`config.mk`:
```
export PLATFORM = sky130hd
export DESIGN_NAME = t_ff_counter
export DESIGN_NICKNAME = d
export VERILOG_FILES = /design/src/rtl/t_ff_counter.sv
export SDC_FILE = /design/constraint.sdc
export NUM_CORES = 1
export LEC_CHECK = 0
export CORE_AREA = 2 2 39 41
export DETAILED_ROUTE_END_ITERATION = 12
export DIE_AREA = 0 0 41 43
export GPL_TIMING_DRIVEN = 0
export PLACE_DENSITY_LB_ADDON = 0.15
export SLEW_MARGIN = 20
export SYNTH_ARGS = -nofsm -noshare
export SYNTH_HDL_FRONTEND = slang
export SYNTH_SLANG_ARGS = --single-unit
export TNS_END_PERCENT = 1
```
`constraint.sdc`:
```
create_clock -name CLK -period 3.4 [get_ports CLK]
set_input_delay 0.68 -clock CLK [delete_from_list [all_inputs] [get_ports CLK]]
set_output_delay 0.68 -clock CLK [all_outputs]
set_load 0.02 [all_outputs]
```
`src/rtl/t_ff_counter.sv`:
```
// ---------------------------------------------------------------------------
// t_ff_counter
//
// Purpose:
//     Modulo-MODULUS up/down counter whose state is a bank of WIDTH
//     T flip-flops. Each rising edge, bit i of the state toggles when
//     tgl_d[i] is set. The toggle vector is derived from the value the
//     counter should hold next: Q_next = Q ^ tgl.
//     Supports clear, hold, up/down stepping with wrap, a terminal-count
//     flag and an optional parallel load.
//
// Parameters:
//     WIDTH   - counter width in bits (1..16)
//     MODULUS - count range 0..MODULUS-1 (2..2^WIDTH)
//
// Ports:
//     CLK  in   clock, all state changes on the rising edge
//     CLR  in   synchronous active-high clear, highest priority
//     T    in   count enable (1 = step, 0 = hold)
//     UP   in   direction (1 = increment, 0 = decrement)
//     LD   in   parallel-load strobe (only with TFF_CNT_LOAD_EN)
//     D    in   parallel-load value, clamped to MODULUS-1
//     Q    out  counter state
//     Qbar out  bitwise complement of Q
//     TC   out  terminal count, high when the next counting edge wraps
//
// Configuration macro:
//     TFF_CNT_LOAD_EN - when defined, LD/D load the counter.
//                       When undefined, LD and D are present but ignored.
// ---------------------------------------------------------------------------
module t_ff_counter #(
    parameter int WIDTH   = 4,
    parameter int MODULUS = 16
) (
    input  logic             CLK,
    input  logic             CLR,
    input  logic             T,
    input  logic             UP,
    input  logic             LD,
    input  logic [WIDTH-1:0] D,
    output logic [WIDTH-1:0] Q,
    output logic [WIDTH-1:0] Qbar,
    output logic             TC
);

    localparam logic [WIDTH-1:0] MAX_VAL = WIDTH'(MODULUS - 1);
    localparam logic [WIDTH-1:0] ONE     = WIDTH'(1);

    logic [WIDTH-1:0] count_q;
    logic [WIDTH-1:0] step_d;
    logic [WIDTH-1:0] target_d;
    logic [WIDTH-1:0] tgl_d;

    // Value one count away from the current state in the selected
    // direction. An out-of-range state (only reachable through
    // X-resolution) is pulled back to zero in either direction, and the
    // equality tests on MAX_VAL also keep the increment from overflowing
    // when MODULUS equals 2^WIDTH.
    always_comb begin
        step_d = '0;
        if (count_q > MAX_VAL) begin
            step_d = '0;
        end else if (UP) begin
            step_d = (count_q == MAX_VAL) ? '0 : count_q + ONE;
        end else begin
            step_d = (count_q == '0) ? MAX_VAL : count_q - ONE;
        end
    end

    // Choose the value the counter should hold after the next edge,
    // excluding clear: load beats counting, counting beats hold.
    always_comb begin
        target_d = count_q;
`ifdef TFF_CNT_LOAD_EN
        if (LD) begin
            target_d = (D <= MAX_VAL) ? D : MAX_VAL;
        end else if (T) begin
            target_d = step_d;
        end
`else
        if (T) begin
            target_d = step_d;
        end
`endif
    end

    // A bit toggles exactly where the current and target values differ,
    // so hold produces an all-zero toggle vector.
    always_comb begin
        tgl_d = count_q ^ target_d;
    end

`ifndef TFF_CNT_LOAD_EN
    // LD and D are kept for pin compatibility only; this sink keeps them
    // formally consumed without creating any logic that reaches an output.
    logic unusedLoad;
    assign unusedLoad = LD ^ (^D);
`endif

    // T flip-flop bank with synchronous clear taking precedence over
    // every toggle request.
    always_ff @(posedge CLK) begin
        if (CLR) begin
            count_q <= '0;
        end else begin
            count_q <= count_q ^ tgl_d;
        end
    end

    // Outputs are combinational from the registered state and the
    // current inputs; TC is gated by T alone, not by CLR or LD.
    always_comb begin
        Q    = count_q;
        Qbar = ~count_q;
        TC   = T & (UP ? (count_q == MAX_VAL) : (count_q == '0));
    end

endmodule
```
==> insert_results.sql <==
INSERT INTO impl_metrics (metric_group, metric, value, unit) VALUES
('run_status', 'outcome', 'completed', ''),
('place', 'place.port_buffers', '12', ''),
('yosys', 'synthesis.area', '290', 'µm²'),
('yosys', 'netlist.top_cell.by_area', 'dfxtp_1', ''),
('layout', 'fillers', '150', ''),
('global_route', 'grt_pass1_vias', '246', ''),
('clocking', 'cts_tree', 'done', ''),
('yosys', 'ys_types', '20', ''),
('die', 'dieHeight', '43', 'µm'),
('clocking', 'cts.sink_count', '4', ''),
('power_and_ir_drop', 'power_frac_clock', '0.288', ''),
('global_route', 'track_usage', '0.0832', ''),
('layout', 'regArea', '80.1', 'µm²'),
('sta', 'hold_violations', '0', ''),
('yosys', 'mappedNetlistNets', '45', ''),
('clocking', 'hold_buffers', '0', ''),
('clocking', 'cts_buffers', '3', ''),
('route', 'vias', '275', ''),
('layout', 'drive_gt1_frac', '0.163', ''),
('yosys', 'yosys_register_bits', '4', ''),
('clocking', 'clock_insertion_delay_worst_skew', '230', 'ps'),
('power_and_ir_drop', 'powerDensity', '423', 'nW/µm²'),
('power_and_ir_drop', 'sequential_fraction_of_design_power', '0.321', ''),
('route', 'routed_via_density', '4.23', ''),
('sta', 'number_of_setup_violations_in_the_final_report', '0', ''),
('clocking', 'htreeDepth', '1', ''),
('worst_setup_path', 'endpoint', 'TC', ''),
('place', 'dpl-instance-area', '430', 'µm²'),
('yosys', 'synth_seq_area_share', '0.276', ''),
('yosys', 'synth_top_flop_cell', 'dfxtp_1', ''),
('layout', 'synthToLayoutAreaGrowth', '56.0', '%'),
('sta', 'fin_crit', '3240', 'ps'),
('worst_setup_path', 'timing.reg2reg.worst_path_depth', '6', ''),
('sta', 'clock_skew', '1.91', 'ps'),
('layout', 'design_area', '453', 'µm²'),
('sta', 'rsz_0062_raised_after_global_routing', 'no', ''),
('yosys', 'postSynthAreaPerCell', '8.54', 'µm²'),
('die', 'fp.dieArea', '1760', 'µm²'),
('sta', 'timing_max_transition_violations_final', '0', ''),
('route', 'drtIter0Drc', '1', ''),
('place', 'post-dp-hpwl', '544', 'µm'),
('worst_setup_path', 'arrival', '2560', 'ps'),
('die', 'floorplan.die.width', '41', 'µm'),
('worst_setup_path', 'crit_fanout', '6', ''),
('run', 'drv.max_cap_violation_count', '0', ''),
('route', 'post-route-drc-count', '0', ''),
('sta', 'tightest_slew', '280', 'ps'),
('power_and_ir_drop', 'cellInternalPower', '0.131', 'mW'),
('worst_setup_path', 'worst_ep_required_time', '2720', 'ps'),
('yosys', 'number_of_synthesized_flops_with_an_enable_pin', '0', ''),
('global_route', 'antenna_found_initial', '0', ''),
('power_and_ir_drop', 'combPwrFrac', '0.391', ''),
('worst_setup_path', 'worst_setup_path_type', 'in -> out', ''),
('sta', 'tns', '0', 'ps'),
('route', 'wl', '631', 'µm'),
('yosys', 'cells_taking_the_most_area_after_synthesis', 'dfxtp_1, xnor2_1, ha_1', ''),
('global_route', 'grt_pass1_wl', '993', 'µm'),
('global_route', 'maximum_number_of_pins_on_one_net_before_global_route_repair', '9', ''),
('global_route', 'grt_overflow', '0', ''),
('yosys', 'syn-instance-count', '34', ''),
('sta', 'worst_hold_slack', '605', 'ps'),
('yosys', 'ys_async_sr_fraction', '0', ''),
('clocking', 'post_cts_resized', '0', ''),
('yosys', 'ys.warnings.count', '0', ''),
('yosys', 'post-synth-top-area-fraction', '0.276', ''),
('sta', 'slew_headroom', '0.813', ''),
('yosys', 'post_synth_most_frequent_cells', 'dfxtp_1, inv_1, nor2_1', ''),
('route', 'drt_pass_1_iters', '2', ''),
('power_and_ir_drop', 'irDropWorstVdd', '0.169', 'mV'),
('clocking', 'cts.root.buffer_cell', 'clkbuf_4', ''),
('die', 'row_count', '14', '');
layer usage:
layer  track usage  vias up  part of all wire
met1         0.109      122              0.45
met3        0.0157        0             0.044
li1              -      148                 -
met2         0.116        5              0.50
met4        0.0600        0                 0
met5             0        -                 0
cells in the final DEF (no fill, tap or decap), types with 2 or more instances in the layout:
| master | synthesis | layout |
|---|---|---|
| inv_1 | 4 | 4 |
| a21boi_0 | 2 | 2 |
| clkdlybuf4s50_1 | 0 | 12 |
| dfxtp_1 | 4 | 4 |
| xnor2_1 | 3 | 3 |
| ha_1 | 2 | 2 |
| nor2_1 | 4 | 4 |
| clkbuf_4 | 0 | 3 |
| nand4_1 | 2 | 2 |
final cells by class:
class / count / share of cell area
Multi-Input combinational cell: 26 / 0.431
Timing Repair Buffer: 12 / 0.265
Sequential cell: 4 / 0.177
Clock buffer: 3 / 0.0497
Tap cell: 16 / 0.0442
Inverter: 4 / 0.0331
power by group through the flow:
stage,logic [mW],clock network (mW),registers (mW)
after floorplan,0.0388,0,0.0665
after global placement,0.0763,0,0.0623
after detailed placement,0.0759,0,0.0625
after CTS,0.0761,0.0590,0.0618
after global routing,0.0812,0.0614,0.0626
final,0.0750,0.0551,0.0615
how the worst min path moves through the flow:
stage                     cells after the start   endpoint      start  slack [ps]
after floorplan                               2  flip-flop  flip-flop         640
after global placement                        2  flip-flop  flip-flop         600
after detailed placement                      2  flip-flop  flip-flop         600
after CTS                                     2  flip-flop  flip-flop         610
after global routing                          2  flip-flop  flip-flop         640
final                                         2  flip-flop  flip-flop         600
critical path: stages:
cell and delay (ps):
clkdlybuf4s50_1 520, or4b_4 540, a21boi_0 190, clkdlybuf4s50_1 630
kinds of logic after synthesis:
logic type,after synthesis,share of synthesized area
flip-flops,4,0.276
adder cells (fa/ha/maj),2,0.0862
AND/OR/NAND/NOR,12,0.254
multiplexers,2,0.0733
AO/OA/AOI/OAI,7,0.168
XOR/XNOR,3,0.0905
buffers and inverters,4,0.0517
through the flow:
| stage | instances | util | setup slack (ps) | total power [mW] |
|---|---|---|---|---|
| 2_1_floorplan | 34 | - | 908 | 0.105 |
| 3_3_place_gp | 62 | 0.311 | 165 | 0.139 |
| 3_5_place_dp | 62 | 0.311 | 139 | 0.138 |
| 4_1_cts | 65 | 0.327 | 138 | 0.197 |
| 5_1_grt | 65 | 0.327 | 78.5 | 0.205 |
| 6_report | 65 | 0.327 | 158 | 0.192 |
No activity file was read; power rests on OpenSTA's default activity.
